[config.mk]
export PLATFORM = sky130hd
export DESIGN_NAME = ps2_host_tx_flat
export DESIGN_NICKNAME = d
export VERILOG_FILES = /design/src/rtl/ps2_host_tx_if.sv /design/src/rtl/ps2_host_tx.sv /design/src/flat_wrapper.sv
export SDC_FILE = /design/constraint.sdc
export NUM_CORES = 1
export LEC_CHECK = 0
export ABC_AREA = 1
export CAP_MARGIN = 20
export CORE_ASPECT_RATIO = 0.75
export CORE_UTILIZATION = 44
export CTS_BUF_LIST = sky130_fd_sc_hd__clkbuf_2
export DETAILED_ROUTE_END_ITERATION = 7
export DONT_BUFFER_PORTS = 1
export GPL_ROUTABILITY_DRIVEN = 0
export PLACE_DENSITY = 0.7
export SLEW_MARGIN = 20
export SYNTH_ARGS = -nofsm -noshare
export SYNTH_HDL_FRONTEND = slang
export SYNTH_SLANG_ARGS = --single-unit
[constraint.sdc]
create_clock -name clk -period 1.7 [get_ports clk]
set_input_delay 0.34 -clock clk [delete_from_list [all_inputs] [get_ports clk]]
set_output_delay 0.34 -clock clk [all_outputs]
set_load 0.05 [all_outputs]
[src/rtl/ps2_host_tx_if.sv]
// CPU-side transmit handshake for the PS/2 host transmit sequencer.
// The register logic drives the byte and request; the sequencer reports busy/done/error.
interface ps2_host_tx_if;
    logic [7:0] tx_data;
    logic       tx_req;
    logic       tx_busy;
    logic       tx_done;
    logic       tx_err;

    modport master (
        output tx_data,
        output tx_req,
        input  tx_busy,
        input  tx_done,
        input  tx_err
    );

    modport slave (
        input  tx_data,
        input  tx_req,
        output tx_busy,
        output tx_done,
        output tx_err
    );
endinterface

[src/rtl/ps2_host_tx.sv]
// PS/2 host-to-device transmit sequencer: clock inhibit, request-to-send, bit shifting on
// the device clock, ACK check and timeout. Pin outputs are open-drain style (1 = release).
module ps2_host_tx #(
    parameter int unsigned SYSCLK_FREQUENCY = 1000,
    parameter int unsigned INHIBIT_US       = 100,
    parameter int unsigned TIMEOUT_MS       = 15
) (
    input  logic          clk,
    input  logic          reset,
    input  logic          ps2_clk_in,
    input  logic          ps2_dat_in,
    output logic          ps2_clk_out,
    output logic          ps2_dat_out,
    ps2_host_tx_if.slave  bus
);

    localparam int unsigned InhCyc = SYSCLK_FREQUENCY * INHIBIT_US / 10;
    localparam int unsigned ToCyc  = SYSCLK_FREQUENCY * 100 * TIMEOUT_MS;
    localparam int unsigned MaxCyc = (InhCyc > ToCyc) ? InhCyc : ToCyc;
    localparam int unsigned CntW   = $clog2(MaxCyc) + 1;

    typedef enum logic [2:0] {
        StIdle,
        StInhibit,
        StStart,
        StData,
        StAck,
        StWaitIdle,
        StDone,
        StErr
    } state_e;

    state_e          state_q, state_d;
    logic [CntW-1:0] cnt_q, cnt_d;
    logic [3:0]      bit_idx_q, bit_idx_d;
    logic [7:0]      data_q, data_d;
    logic            par_q, par_d;
    logic [1:0]      clk_sync_q, clk_sync_d;
    logic [1:0]      dat_sync_q, dat_sync_d;
    logic            clk_prev_q, clk_prev_d;

    logic            fe;
    logic            timed;
    logic [3:0]      bit_sel;

    assign clk_sync_d = {clk_sync_q[0], ps2_clk_in};
    assign dat_sync_d = {dat_sync_q[0], ps2_dat_in};
    assign clk_prev_d = clk_sync_q[1];
    assign fe         = clk_prev_q & ~clk_sync_q[1];
    assign timed      = (state_q == StData) || (state_q == StAck) || (state_q == StWaitIdle);
    assign bit_sel    = bit_idx_q - 4'd1;

    always_ff @(posedge clk or posedge reset) begin
        if (reset) begin
            state_q    <= StIdle;
            cnt_q      <= '0;
            bit_idx_q  <= '0;
            data_q     <= '0;
            par_q      <= 1'b0;
            clk_sync_q <= 2'b11;
            dat_sync_q <= 2'b11;
            clk_prev_q <= 1'b1;
        end else begin
            state_q    <= state_d;
            cnt_q      <= cnt_d;
            bit_idx_q  <= bit_idx_d;
            data_q     <= data_d;
            par_q      <= par_d;
            clk_sync_q <= clk_sync_d;
            dat_sync_q <= dat_sync_d;
            clk_prev_q <= clk_prev_d;
        end
    end

    // Outputs decode straight from state_q so an async reset releases both lines at once.
    always_comb begin
        state_d     = state_q;
        cnt_d       = cnt_q;
        bit_idx_d   = bit_idx_q;
        data_d      = data_q;
        par_d       = par_q;
        ps2_clk_out = 1'b1;
        ps2_dat_out = 1'b1;
        bus.tx_busy = (state_q != StIdle);
        bus.tx_done = 1'b0;
        bus.tx_err  = 1'b0;

        unique case (state_q)
            StIdle: begin
                if (bus.tx_req) begin
                    data_d  = bus.tx_data;
                    par_d   = ~^bus.tx_data;
                    cnt_d   = CntW'(InhCyc);
                    state_d = StInhibit;
                end
            end
            StInhibit: begin
                ps2_clk_out = 1'b0;
                cnt_d       = cnt_q - 1'b1;
                if (cnt_q <= CntW'(1)) begin
                    state_d = StStart;
                end
            end
            StStart: begin
                ps2_clk_out = 1'b0;
                ps2_dat_out = 1'b0;
                bit_idx_d   = '0;
                cnt_d       = CntW'(ToCyc);
                state_d     = StData;
            end
            StData: begin
                // bit_idx_q counts device falling edges seen: 0 = start bit still on the line.
                if (bit_idx_q == 4'd0) begin
                    ps2_dat_out = 1'b0;
                end else if (bit_idx_q <= 4'd8) begin
                    ps2_dat_out = data_q[bit_sel[2:0]];
                end else begin
                    ps2_dat_out = par_q;
                end
                if (fe) begin
                    if (bit_idx_q == 4'd9) begin
                        state_d = StAck;
                    end else begin
                        bit_idx_d = bit_idx_q + 4'd1;
                    end
                end
            end
            StAck: begin
                if (fe) begin
                    state_d = dat_sync_q[1] ? StErr : StWaitIdle;
                end
            end
            StWaitIdle: begin
                if (clk_sync_q[1] && dat_sync_q[1]) begin
                    state_d = StDone;
                end
            end
            StDone: begin
                bus.tx_done = 1'b1;
                state_d     = StIdle;
            end
            StErr: begin
                bus.tx_err = 1'b1;
                state_d    = StIdle;
            end
            default: begin
                state_d = StIdle;
            end
        endcase

        // Timeout overrides any edge-driven transition taken in the same cycle.
        if (timed) begin
            cnt_d = cnt_q - 1'b1;
            if (cnt_q <= CntW'(1)) begin
                state_d = StErr;
            end
        end
    end

endmodule

[src/flat_wrapper.sv]
// flat-port wrapper written by rule: the top's interface ports become plain ports
module ps2_host_tx_flat 
#(
    parameter int unsigned SYSCLK_FREQUENCY = 1000,
    parameter int unsigned INHIBIT_US       = 100,
    parameter int unsigned TIMEOUT_MS       = 15
)
  (clk, reset, ps2_clk_in, ps2_dat_in, ps2_clk_out, ps2_dat_out, bus_tx_data, bus_tx_req, bus_tx_busy, bus_tx_done, bus_tx_err);
  ps2_host_tx_if bus_i ();
  input  logic clk;
  input  logic reset;
  input  logic ps2_clk_in;
  input  logic ps2_dat_in;
  output logic ps2_clk_out;
  output logic ps2_dat_out;
  input wire logic [$bits(bus_i.tx_data)-1:0] bus_tx_data;
  input wire logic [$bits(bus_i.tx_req)-1:0] bus_tx_req;
  output wire logic [$bits(bus_i.tx_busy)-1:0] bus_tx_busy;
  output wire logic [$bits(bus_i.tx_done)-1:0] bus_tx_done;
  output wire logic [$bits(bus_i.tx_err)-1:0] bus_tx_err;
  assign bus_i.tx_data = bus_tx_data;
  assign bus_i.tx_req = bus_tx_req;
  assign bus_tx_busy = bus_i.tx_busy;
  assign bus_tx_done = bus_i.tx_done;
  assign bus_tx_err = bus_i.tx_err;
  ps2_host_tx #(.SYSCLK_FREQUENCY(SYSCLK_FREQUENCY), .INHIBIT_US(INHIBIT_US), .TIMEOUT_MS(TIMEOUT_MS)) u_core (.clk(clk), .reset(reset), .ps2_clk_in(ps2_clk_in), .ps2_dat_in(ps2_dat_in), .ps2_clk_out(ps2_clk_out), .ps2_dat_out(ps2_dat_out), .bus(bus_i));
endmodule
**Word level (Yosys, flattened, before mapping)**

Index checks and enable logic that the tools add are counted.

- Register bits: 43
- Input port bits: 13
- Output and inout bits: 5

- Add/sub/neg operators: 3
- Order comparisons: 3
- Equal/unequal tests: 11
- Mux-type cells: 24
- Bitwise logic cells: 2
- Reductions and logical operators: 14

Operators by type and width:

| kind | count |
|---|---|
| $pmux 22 s3 | 1 |
| $mux 22 | 2 |
| $mux 3 | 8 |
| $le 22x1->1 const B | 1 |
| $sub 22x1->22 const B | 1 |
| $pmux 3 s7 | 1 |
| $eq 3x3->1 const B | 4 |
| $mux 4 | 2 |
| $pmux 4 s2 | 1 |
| $reduce_xnor 8->1 | 1 |
| $eq 3x2->1 const B | 2 |
| $mux 1 | 6 |
| $add 4x1->4 const B | 1 |
| $eq 4x4->1 const B | 1 |
| $le 4x4->1 const B | 1 |
| $logic_not 4->1 | 1 |
| $lt 3x4->1 const B | 1 |
| $reduce_and 2->1 | 2 |
| $reduce_bool 4->1 | 1 |
| $reduce_or 2->1 | 2 |
| $bmux 1 s3 | 1 |
| $eq 3x1->1 const B | 1 |
| $logic_not 3->1 | 1 |
| $ne 3x2->1 const B | 1 |
| other kinds (12) | 13 |

**Depth between registers and ports, before layout**

Gate-level depths: netlist (run 1).

- Word-level depth: 6
- Gate-level depth with buffers: 10

**Worst setup path after synthesis (run 1)**

No wires, ideal clock.

- Path type: register to output
- From: register u_core.bit_idx_q[0]
- To: output port ps2_dat_out
- Arrival time: 1555 ps
- Required time: 1360 ps
- Slack: -195 ps
- Stages on the path, launching flop included: 9
- Path buffers: 0
- Cells stage by stage: dfrtp_1 > inv_1 > ha_1 > inv_1 > nand3_1 > nand2_1 > a21oi_1 > nand2_1 > nand2_1

- Word-level cells in the longest chain between the ends: 6
- Elaborated cells between the ends (all ways): 8
- Classes of those cells: add/sub (1); order compare (1); mux (5); reduce/logical (1)

RTL lines:

| what | RTL line | source |
|---|---|---|
| start, declared | ps2_host_tx.sv:35 | `logic [3:0] bit_idx_q, bit_idx_d;` |
| start signal, assigned | ps2_host_tx.sv:66 | `bit_idx_q <= bit_idx_d;` |
| $sub 3x1->3 | ps2_host_tx.sv:51 | `assign bit_sel = bit_idx_q - 4'd1;` |
| $bmux 1 s3 | ps2_host_tx.sv:116 | `ps2_dat_out = data_q[bit_sel[2:0]];` |
| $mux 1 (implied by the code) | ps2_host_tx.sv:116 |  |
| $mux 1 | ps2_host_tx.sv:115 | `end else if (bit_idx_q <= 4'd8) begin` |
| $mux 1 * | ps2_host_tx.sv:113 | `if (bit_idx_q == 4'd0) begin` |
| $pmux 1 s2 * | ps2_host_tx.sv:88 | `unique case (state_q)` |
| end, declared | flat_wrapper.sv:15 | `output logic ps2_dat_out;` |

Mark *: on every way between the ends. The rest lies on a longest branch, timed or not. The select of a mux whose other input is x is not followed.

**Worst setup path in the final report (run 1)**

- From: register u_core.bit_idx_q[1]
- To: output port ps2_dat_out

Same word-level chain as after synthesis.

==> results by group, run 1 <==
Setup path
  • Critical Path AT: ~1700 ps
  • Slowest stage delay, CP: around 420 ps
  • Reg2Reg Setup Slack: -30 ps
  • Required time of the critical path: around 1400 ps
  • WS Path Type: flop to primary output
  • Reg2reg end: u_core.cnt_q[5]
  • Crit-path cells: inv_2 > ha_4 > inv_2 > nand3_2 > nand2_2 > a21oi_2 > nand2_2 > nand2_4
  • FF-to-FF Start: u_core.state_q[1]
  • Crit-path max FO: 4
  • CP endpoint kind: primary output
  • Reg2Reg Depth: 11
  • Crit path launch type: flop
  • Worst Setup SP: u_core.bit_idx_q[1]
  • CP max-delay cell: dfrtp_1

Outcome
  • Failing checks: negative setup slack
  • Status: complete, but fails checks

Global route
  • Total GRT Usage: 24.1%
  • Initial antenna violation count: 0
  • First-pass GRT wire length: about 11000 µm
  • GRT overflow: 0
  • Vias in the first global route: 2397
  • Largest net degree at the start of global routing: 31

Yosys
  • Main synth FF type: dfrtp_1
  • Post-synth cell types: 33
  • FF+latch count, synth: 43
  • Post-Synthesis Cell Area: around 0.0026 mm²
  • Synth area leader: dfrtp_1
  • Seq/Total Area, Yosys: between 40% and 50%
  • Top cells by count, synth: nand2_1, inv_1, nor2_1, dfrtp_1, nand3_1
  • Synth async-reset ratio: 100%
  • Top-area cell type share of the netlist area: between 30% and 40%
  • Ys Warns: 0
  • EDFF count, synth: 0
  • Mapped Nets: around 370
  • Post-Synthesis Cells: about 360
  • Count leader, synth: nand2_1
  • Avg Inst Size Synth: 7.24 µm²
  • Synth top area cells: dfrtp_1, nand2_1, nand3_1

CTS
  • Clk root buf: clkbuf_2
  • CTS tree: built
  • Htree depth: 2
  • Clock sinks: 43
  • Worst skew pair latency: 430 ps
  • Num CTS Buffers: 5
  • Clock buffer depth: 2
  • Clk slew on worst S/H paths: about 230 ps

Worst hold path
  • Hold crit path type: input pin to flop
  • Min-delay src: bus_tx_data[2]
  • Hold Path End: u_core.data_q[2]
  • Hold depth: 2

Routing
  • Vias per cell: roughly 5.3
  • Via count: between 2000 and 3000
  • DR iter-0 viols: about 220
  • Met2 Wirelength: between 3000 and 4000 µm
  • Post-Route WL: between 7000 and 8000 µm
  • M1 wire length: ~3300 µm
  • Antenna viol nets, final: 0
  • Wire per inst: 14.6 µm
  • DRC viols: 0
  • Max Used Layer: met4
  • DRT Pass-1 Iters: 5
  • Wire length on met3: 453 µm

STA
  • Period utilisation layout: 119%
  • RSZ-0062 raised after global routing: true
  • Final Hold Viols: 0
  • Hold slack: about 27 ps
  • Slew Viols, Final: 0
  • Setup ws final: -319 ps
  • Final setup vio count: 8
  • Worst rel slew slack: around 62%
  • Fmax: about 500 MHz
  • Clk_skew: between 20 and 25 ps
  • Actual transition at the worst max-transition pin: between 500 and 600 ps
  • Setup tns final: -926 ps
  • Minimum clock period: just over 2000 ps

Floorplanning
  • Chip Height: between 60 and 70 µm
  • Core Footprint: 0.00550 mm²
  • Initial core utilization: between 40% and 50%
  • Row count: 23
  • Die width: 90.3 µm
  • Die ar.: 0.00615 mm²
  • Top Ports: 18

Pwr
  • Leak pwr: 1.62 nW
  • Max rail drop VDD: about 0.36 mV
  • Power Dens Cells: 519 mW/mm²
  • Total Power: roughly 1.8 mW

Cells and area
  • Ant. Diodes: 0
  • Fin nets: roughly 430
  • Share of cells above drive strength 1: between 20% and 30%
  • Area grow syn2layout: 34.3%

Placement
  • Dpl hpwl: around 4500 µm
  • Port Buf Inserts: 0

Flow run
  • Max capacitance violation total: 0
[final cells by class]
class,instances,area [µm²]
clock inverter,3,46.3
timing repair buffer,47,473
fill,460,2050
inverter,49,196
sequential,43,1080
tap,75,93.8
clock buffer,5,25.0
multi-input combinational,261,1530
[placed cells by master, fill, tap and decap left out, types with 6 or more instances in the layout]
| master | count |
|---|---|
| a21oi_2 | 6 |
| buf_4 | 23 |
| nor2_4 | 11 |
| inv_2 | 11 |
| o21ai_1 | 6 |
| inv_1 | 33 |
| buf_6 | 8 |
| xnor2_1 | 6 |
| nand2_2 | 7 |
| a21oi_1 | 8 |
| nor2_2 | 7 |
| dlygate4sd3_1 | 9 |
| nand3_2 | 6 |
| dfrtp_1 | 36 |
| nand4_1 | 6 |
| nand2_1 | 90 |
| nand3_1 | 30 |
| o21ai_0 | 15 |
| nor2_1 | 33 |
[how the worst max path moves through the flow]
stage / end / cells after the start
after floorplan: ps2_clk_out / 5
after global placement: ps2_dat_out / 8
after detailed placement: ps2_dat_out / 8
after CTS: ps2_dat_out / 8
after global routing: ps2_dat_out / 8
final: ps2_dat_out / 8
[power breakdown]
| group | switching [mW] | total [mW] | internal (mW) |
|---|---|---|---|
| registers | 0.0134 | 1.06 | 1.05 |
| logic | 0.0545 | 0.0981 | 0.0437 |
| clock network | 0.375 | 0.628 | 0.253 |
[through the flow]
step	worst slack, ps	utilization, %	area, µm²	std cells
floorplan	8.42	-	2580	355
global placement	73.1	51.1	2810	445
detailed placement	17.2	51.1	2810	445
CTS	-380	57.3	3150	471
global route	-445	62.8	3450	483
finish	-319	62.8	3450	483
[metal layers]
metal	track usage, %	vias up
met3	5.00	7
met1	33.3	1219
met4	7.46	0
met2	38.5	91
li1	-	1239
met5	0	-
[worst max-delay path, delay by kind of cell, from the launching register on]
family,cells,cell delay (ps)
AO/OA/AOI/OAI,1,130
adder cells (fa/ha/maj),1,290
buffers and inverters,2,110
flip-flops,1,420
AND/OR/NAND/NOR,4,330
[registers in the layout (all words and copies together) (netlist names)]
register / cells
u_core.dat_sync_q: 2
u_core.data_q: 8
u_core.state_q: 3
u_core.par_q: 1
u_core.clk_sync_q: 2
u_core.bit_idx_q: 4
u_core.cnt_q: 22
u_core.clk_prev_q: 1
[cells by family (layout without fill, tap and decap cells)]
group / Yosys count / count (layout) / synth area share (%)
adders and majority gates: 5 / 5 / 2.43
xor gates and xnor gates: 8 / 8 / 2.73
and+or+nand+nor: 206 / 206 / 35.9
buffers and inverters: 51 / 104 / 7.98
DFF: 43 / 43 / 42.1
AOI/OAI and AO/OA: 42 / 42 / 8.81
[repair_timing]
action                     in CTS  in global routing
pin swaps                       9                 24
setup endpoints to repair       5                 27
hold endpoints to repair       15                  4
resized for setup              35                 59
hold buffers                    5                  4
setup buffers                  13                 12
(Power assumes the default switching activity.)
==> inputs of run 2 (changes only) <==
--- a/config.mk
+++ b/config.mk
@@ -13,7 +13,7 @@
 export DETAILED_ROUTE_END_ITERATION = 7
 export DONT_BUFFER_PORTS = 1
 export GPL_ROUTABILITY_DRIVEN = 0
-export PLACE_DENSITY = 0.7
+export PLACE_DENSITY = 0.64
 export SLEW_MARGIN = 20
 export SYNTH_ARGS = -nofsm -noshare
 export SYNTH_HDL_FRONTEND = slang
==> results by group, run 2 (synthesis results as in run 1) <==
STA
  • Worst rel slew slack: 56.4%
  • Fmax: 481 MHz
  • Setup ws final: -379 ps
  • Period utilisation layout: 122%
  • Final setup vio count: 5
  • Final Hold Viols: 0
  • Slew Viols, Final: 0
  • RSZ-0062 raised after global routing: true
  • Actual transition at the worst max-transition pin: 650 ps
  • Minimum clock period: 2080 ps
  • Clk_skew: ~13 ps

Routing
  • DRT Pass-1 Iters: 4
  • Vias per cell: between 5 and 6
  • Via count: 2480
  • DR iter-0 viols: about 150
  • Post-Route WL: 6630 µm
  • Wire per inst: ~14 µm
  • DRC viols: 0
  • Antenna viol nets, final: 0

Setup path
  • Slowest stage delay, CP: 440 ps
  • FF-to-FF Start: u_core.bit_idx_q[1]
  • Reg2reg end: u_core.state_q[0]
  • Reg2Reg Setup Slack: -50 ps
  • Reg2Reg Depth: 11
  • Crit-path cells: inv_2 > ha_4 > inv_2 > nand3_2 > nand2_2 > a21oi_2 > nand2_2 > nand2_4
  • CP max-delay cell: dfrtp_1
  • WS Path Type: flop to primary output
  • Crit-path max FO: 4
  • CP endpoint kind: primary output
  • Crit path max-delay family: flip-flops
  • Bufs and invs on worst path: 2
  • Required time of the critical path: 1360 ps
  • Critical Path AT: 1740 ps
  • Crit path launch type: flop

CTS
  • Clock sinks: 43
  • Num CTS Buffers: 5
  • Htree depth: 2
  • Worst skew pair latency: between 400 and 500 ps
  • CTS tree: built
  • Clk slew on worst S/H paths: roughly 250 ps
  • Clk root buf: clkbuf_2
  • Clock buffer depth: 2

Cells and area
  • Fin util: approximately 59%
  • Area grow syn2layout: 26.2%
  • Share of cells above drive strength 1: a little under a quarter
  • Fin area: 0.00324 mm²
  • Fin nets: around 420
  • Largest registers: u_core.cnt_q x22, u_core.data_q x8, u_core.bit_idx_q x4
  • Number of flip-flops in the largest register: 22
  • Most frequent cells in the layout: nand2_1, nor2_1, inv_1, dfrtp_1, nand3_1
  • Top reg by flops: u_core.cnt_q
  • Ant. Diodes: 0
  • Most common cell after layout, fill and taps aside: nand2_1
  • Fin cells: 480

Pwr
  • Total Power: ~1.7 mW
  • Power Dens Cells: between 500 and 600 mW/mm²
  • Leak pwr: roughly 1.6 nW
  • Max rail drop VDD: 0.434 mV

Placement
  • Dpl cells: 446
  • Place WS: 22.1 ps
  • Dpl hpwl: around 4500 µm
  • Port Buf Inserts: 0
  • Placed cell area: between 0.002 and 0.003 mm²

Floorplanning
  • Die ar.: between 0.006 and 0.007 mm²
  • Top Ports: 18
  • Chip Height: around 70 µm
  • Die width: around 90 µm
  • Core Footprint: between 0.005 and 0.006 mm²
  • Row count: 23
  • Initial core utilization: between 40 and 50%

Worst hold path
  • Hold crit path type: input pin to flop
  • Hold Path End: u_core.data_q[3]
  • Min-delay src: bus_tx_data[3]
  • Hold depth: 2

Global route
  • Initial antenna violation count: 0
  • Total GRT Usage: between 20 and 25%
  • Vias in the first global route: roughly 2300
  • Largest net degree at the start of global routing: 21
  • First-pass GRT wire length: around 11000 µm
  • GRT overflow: 0

Outcome
  • Status: complete, but fails checks
  • Failing checks: negative setup slack

Flow run
  • Max capacitance violation total: 0
-- run 2: cell count changes in the layout (fill, tap and decap cells not counted), sizes merged --
cell         delta
dlygate4sd3     +1
buf             -4
bufinv          -1
clkinvlp        +1
-- run 2: timing repair --
item                       CTS  global route
hold endpoints to repair    23             0
hold buffers                10             0
buffers inserted            13             3
setup endpoints to repair    5            19
pin swaps                   12             9
resized for setup           33            18
-- run 2: layout make-up --
class	instances	area [µm²]
well taps	75	93.8
repair buffers	44	429
inverters	49	191
fillers	502	2250
clock buffers	5	25.0
multi-input cells	261	1400
flip-flops and latches	43	1080
clock inverters	3	23.8
-- run 2: worst max-delay path by stage --
stage,cells past startpoint,start,slack (ps),endpoint
5_1_grt,8,u_core.bit_idx_q[1],-450,ps2_dat_out
4_1_cts,8,u_core.bit_idx_q[1],-360,ps2_dat_out
2_1_floorplan,5,u_core.state_q[2],8,ps2_clk_out
3_3_place_gp,8,u_core.bit_idx_q[1],60,ps2_dat_out
6_report,8,u_core.bit_idx_q[1],-380,ps2_dat_out
3_5_place_dp,8,u_core.bit_idx_q[1],20,ps2_dat_out
-- run 2: where the power goes --
group | switching, mW | internal [mW]
Clock | 0.384 | 0.106
Combinational | 0.0533 | 0.0463
Sequential | 0.0139 | 1.05
-- run 2: worst reg2reg max path, cell delays in order (launching register included) --
cell,delay (ps)
dfrtp_1,460
inv_2,90
buf_4,110
buf_4,100
ha_1,130
nand3_1,180
nor2_2,180
nor2_1,70
nor2_1,100
nand3_1,90
a21oi_1,120
nand2_1,60
-- run 2: per-stage QoR --
step                setup TNS [ps]  hold slack [ps]
floorplan                        0              344
global placement                 0              261
detailed placement               0              262
CTS                           -746            0.950
global route                 -1330             17.0
finish                        -801             27.5
-- run 2: metal layers --
layer  global-route usage (%)  wire length [µm]  vias to the layer above
met3                     3.67               367                       13
met1                     32.0              3200                     1166
met4                     8.06                78                        0
li1                         -                 -                     1228
met2                     36.6              2980                       73
met5                        0                 0                        -
==> inputs of run 3 (changes only) <==
--- a/config.mk
+++ b/config.mk
@@ -8,12 +8,12 @@
 export ABC_AREA = 1
 export CAP_MARGIN = 20
 export CORE_ASPECT_RATIO = 0.75
-export CORE_UTILIZATION = 44
+export CORE_UTILIZATION = 65
 export CTS_BUF_LIST = sky130_fd_sc_hd__clkbuf_2
 export DETAILED_ROUTE_END_ITERATION = 7
 export DONT_BUFFER_PORTS = 1
 export GPL_ROUTABILITY_DRIVEN = 0
-export PLACE_DENSITY = 0.64
+export PLACE_DENSITY = 0.86
 export SLEW_MARGIN = 20
 export SYNTH_ARGS = -nofsm -noshare
 export SYNTH_HDL_FRONTEND = slang
==> results by group, run 3 (synthesis results as in run 1) <==
Floorplanning
  • Chip Height: 56.5 µm
  • Die ar.: between 0.004 and 0.005 mm²
  • Row count: 19
  • Top Ports: 18
  • Core Footprint: 0.00373 mm²
  • Die width: between 70 and 80 µm
  • Initial core utilization: between 60 and 70%

Pwr
  • Max rail drop VDD: 0.610 mV
  • Switching power: between 400 and 500 µW
  • Sequential share of power: between 50% and 60%
  • Power Dens Cells: between 500 and 600 mW/mm²
  • Power share of the combinational group: 5.8%
  • Net Sw Frac: 25.8%
  • Int Pwr: between 1 and 1.5 mW
  • Clock group share of total power: 35.3%
  • Leak pwr: roughly 1.6 nW

STA
  • Slew Viols, Final: 0
  • Period utilisation layout: 125%
  • Worst rel slew slack: 73.1%
  • Hold slack: -13.0 ps
  • RSZ-0062 raised after global routing: true
  • Fmax: roughly 470 MHz
  • Clk_skew: between 30 and 40 ps
  • Minimum clock period: around 2100 ps
  • Setup ws final: -431 ps
  • Final setup vio count: 12
  • Final Hold Viols: 1
  • Actual transition at the worst max-transition pin: just over 400 ps

Worst hold path
  • Hold Path End: u_core.data_q[4]
  • Hold depth: 2
  • Min-delay src: bus_tx_data[4]
  • Hold crit path type: input pin to flop

CTS
  • Clk root buf: clkbuf_2
  • CTS tree: built
  • Num CTS Buffers: 5
  • Clock buffer depth: 2
  • Clk slew on worst S/H paths: around 260 ps
  • Worst skew pair latency: ~460 ps
  • Clock sinks: 43
  • Htree depth: 2

Cells and area
  • Top reg by flops: u_core.cnt_q
  • Largest registers: u_core.cnt_q x22, u_core.data_q x8, u_core.bit_idx_q x4
  • Fin util: between 80% and 90%
  • Fillers: 190
  • Area grow syn2layout: 27.5%
  • Ant. Diodes: 0
  • Fin area: roughly 0.0033 mm²
  • Most frequent cells in the layout: nand2_1, inv_1, dfrtp_1, nand3_1, nor2_1
  • Fin nets: 425
  • Most common cell after layout, fill and taps aside: nand2_1
  • Number of flip-flops in the largest register: 22
  • Share of cells above drive strength 1: 25.2%

Setup path
  • Reg2Reg Setup Slack: -80 ps
  • Bufs and invs on worst path: 2
  • Crit path max-delay family: flip-flops
  • Crit-path cells: inv_2 > ha_4 > inv_2 > nand3_2 > nand2_2 > a21oi_2 > nand2_2 > nand2_4
  • Crit path launch type: flop
  • WS Path Type: flop to primary output
  • Crit-path max FO: 4
  • Reg2Reg Depth: 11
  • Critical Path AT: between 1500 and 2000 ps
  • Slowest stage delay, CP: roughly 430 ps
  • Reg2reg end: u_core.cnt_q[6]
  • CP max-delay cell: dfrtp_1
  • CP endpoint kind: primary output
  • FF-to-FF Start: u_core.state_q[1]
  • Required time of the critical path: around 1400 ps

Global route
  • GR Layer Usage met2: 53.4%
  • Largest net degree at the start of global routing: 31
  • First-pass GRT wire length: between 10000 and 15000 µm
  • GR Layer Usage met1: a little over half
  • Met3 global-route usage: slightly above 8%
  • Vias in the first global route: about 2500
  • GRT overflow: 0
  • Total GRT Usage: between 30% and 40%
  • Gr busiest metal: met2
  • Initial antenna violation count: 0

Outcome
  • Status: complete, but fails checks
  • Failing checks: design-rule violations, negative hold slack, negative setup slack

Routing
  • Via count: 2984
  • Vias per cell: 6.49
  • Post-Route WL: 8900 µm
  • Antenna viol nets, final: 0
  • DRC viols: 169
  • DR iter-0 viols: 620
  • Wire per inst: 19.4 µm
  • DRT Pass-1 Iters: 8

Placement
  • Place WS: 33.1 ps
  • Placed cell area: about 0.0028 mm²
  • Port Buf Inserts: 0
  • Dpl hpwl: 4430 µm

Flow run
  • Max capacitance violation total: 0
-- run 3: worst max-delay path by stage --
stage	start	end	depth (start not counted)
6_report	u_core.bit_idx_q[1]	ps2_dat_out	8
4_1_cts	u_core.bit_idx_q[0]	ps2_dat_out	8
5_1_grt	u_core.bit_idx_q[1]	ps2_dat_out	8
3_5_place_dp	u_core.bit_idx_q[1]	ps2_dat_out	8
2_1_floorplan	u_core.state_q[2]	ps2_clk_out	5
3_3_place_gp	u_core.bit_idx_q[1]	ps2_dat_out	8
-- run 3: through the flow --
step / setup TNS (ps) / cells / power (mW)
after floorplan: 0 / 355 / 1.13
after detailed placement: 0 / 424 / 1.16
final: -1410 / 460 / 1.81
after CTS: -645 / 445 / 1.76
after global placement: 0 / 424 / 1.15
after global routing: -3250 / 460 / 1.84
-- run 3: layout make-up --
class | instances | area [µm²] | area share, %
Tap cell | 52 | 65.1 | 1.99
Sequential cell | 43 | 1090 | 33.2
Inverter | 49 | 186 | 5.69
Timing Repair Buffer | 47 | 453 | 13.8
Multi-Input combinational cell | 261 | 1420 | 43.3
Clock buffer | 5 | 25.0 | 0.764
Clock inverter | 3 | 42.5 | 1.30
-- run 3: worst reg2reg max path: cells and delay by family, from the launching register on --
| family | cells | cell delay (ps) |
|---|---|---|
| and+or+nand+nor | 2 | 160 |
| buffers and inverters | 5 | 630 |
| DFF | 1 | 470 |
| AOI/OAI and AO/OA | 4 | 490 |
-- run 3: routing by layer --
metal | routed length (µm) | vias to the layer above
met5 | 0 | -
met4 | 639 | 0
met3 | 1340 | 104
met2 | 3840 | 298
met1 | 3090 | 1348
li1 | - | 1234
-- run 3: power groups by stage --
| stage | logic, mW | clock network [mW] | registers [mW] |
|---|---|---|---|
| after floorplan | 0.0597 | 0 | 1.07 |
| after global placement | 0.0738 | 0 | 1.08 |
| after detailed placement | 0.0773 | 0 | 1.08 |
| after CTS | 0.0838 | 0.612 | 1.06 |
| after global routing | 0.116 | 0.653 | 1.07 |
| final | 0.104 | 0.638 | 1.07 |
-- run 3: what timing repair did --
action	4_1_cts	5_1_grt
setup buffers	10	8
gates resized for setup	26	26
endpoints found under the hold margin	26	7
pin swaps	9	10
hold buffers	3	7
cloned	0	0
setup endpoints to repair	5	14
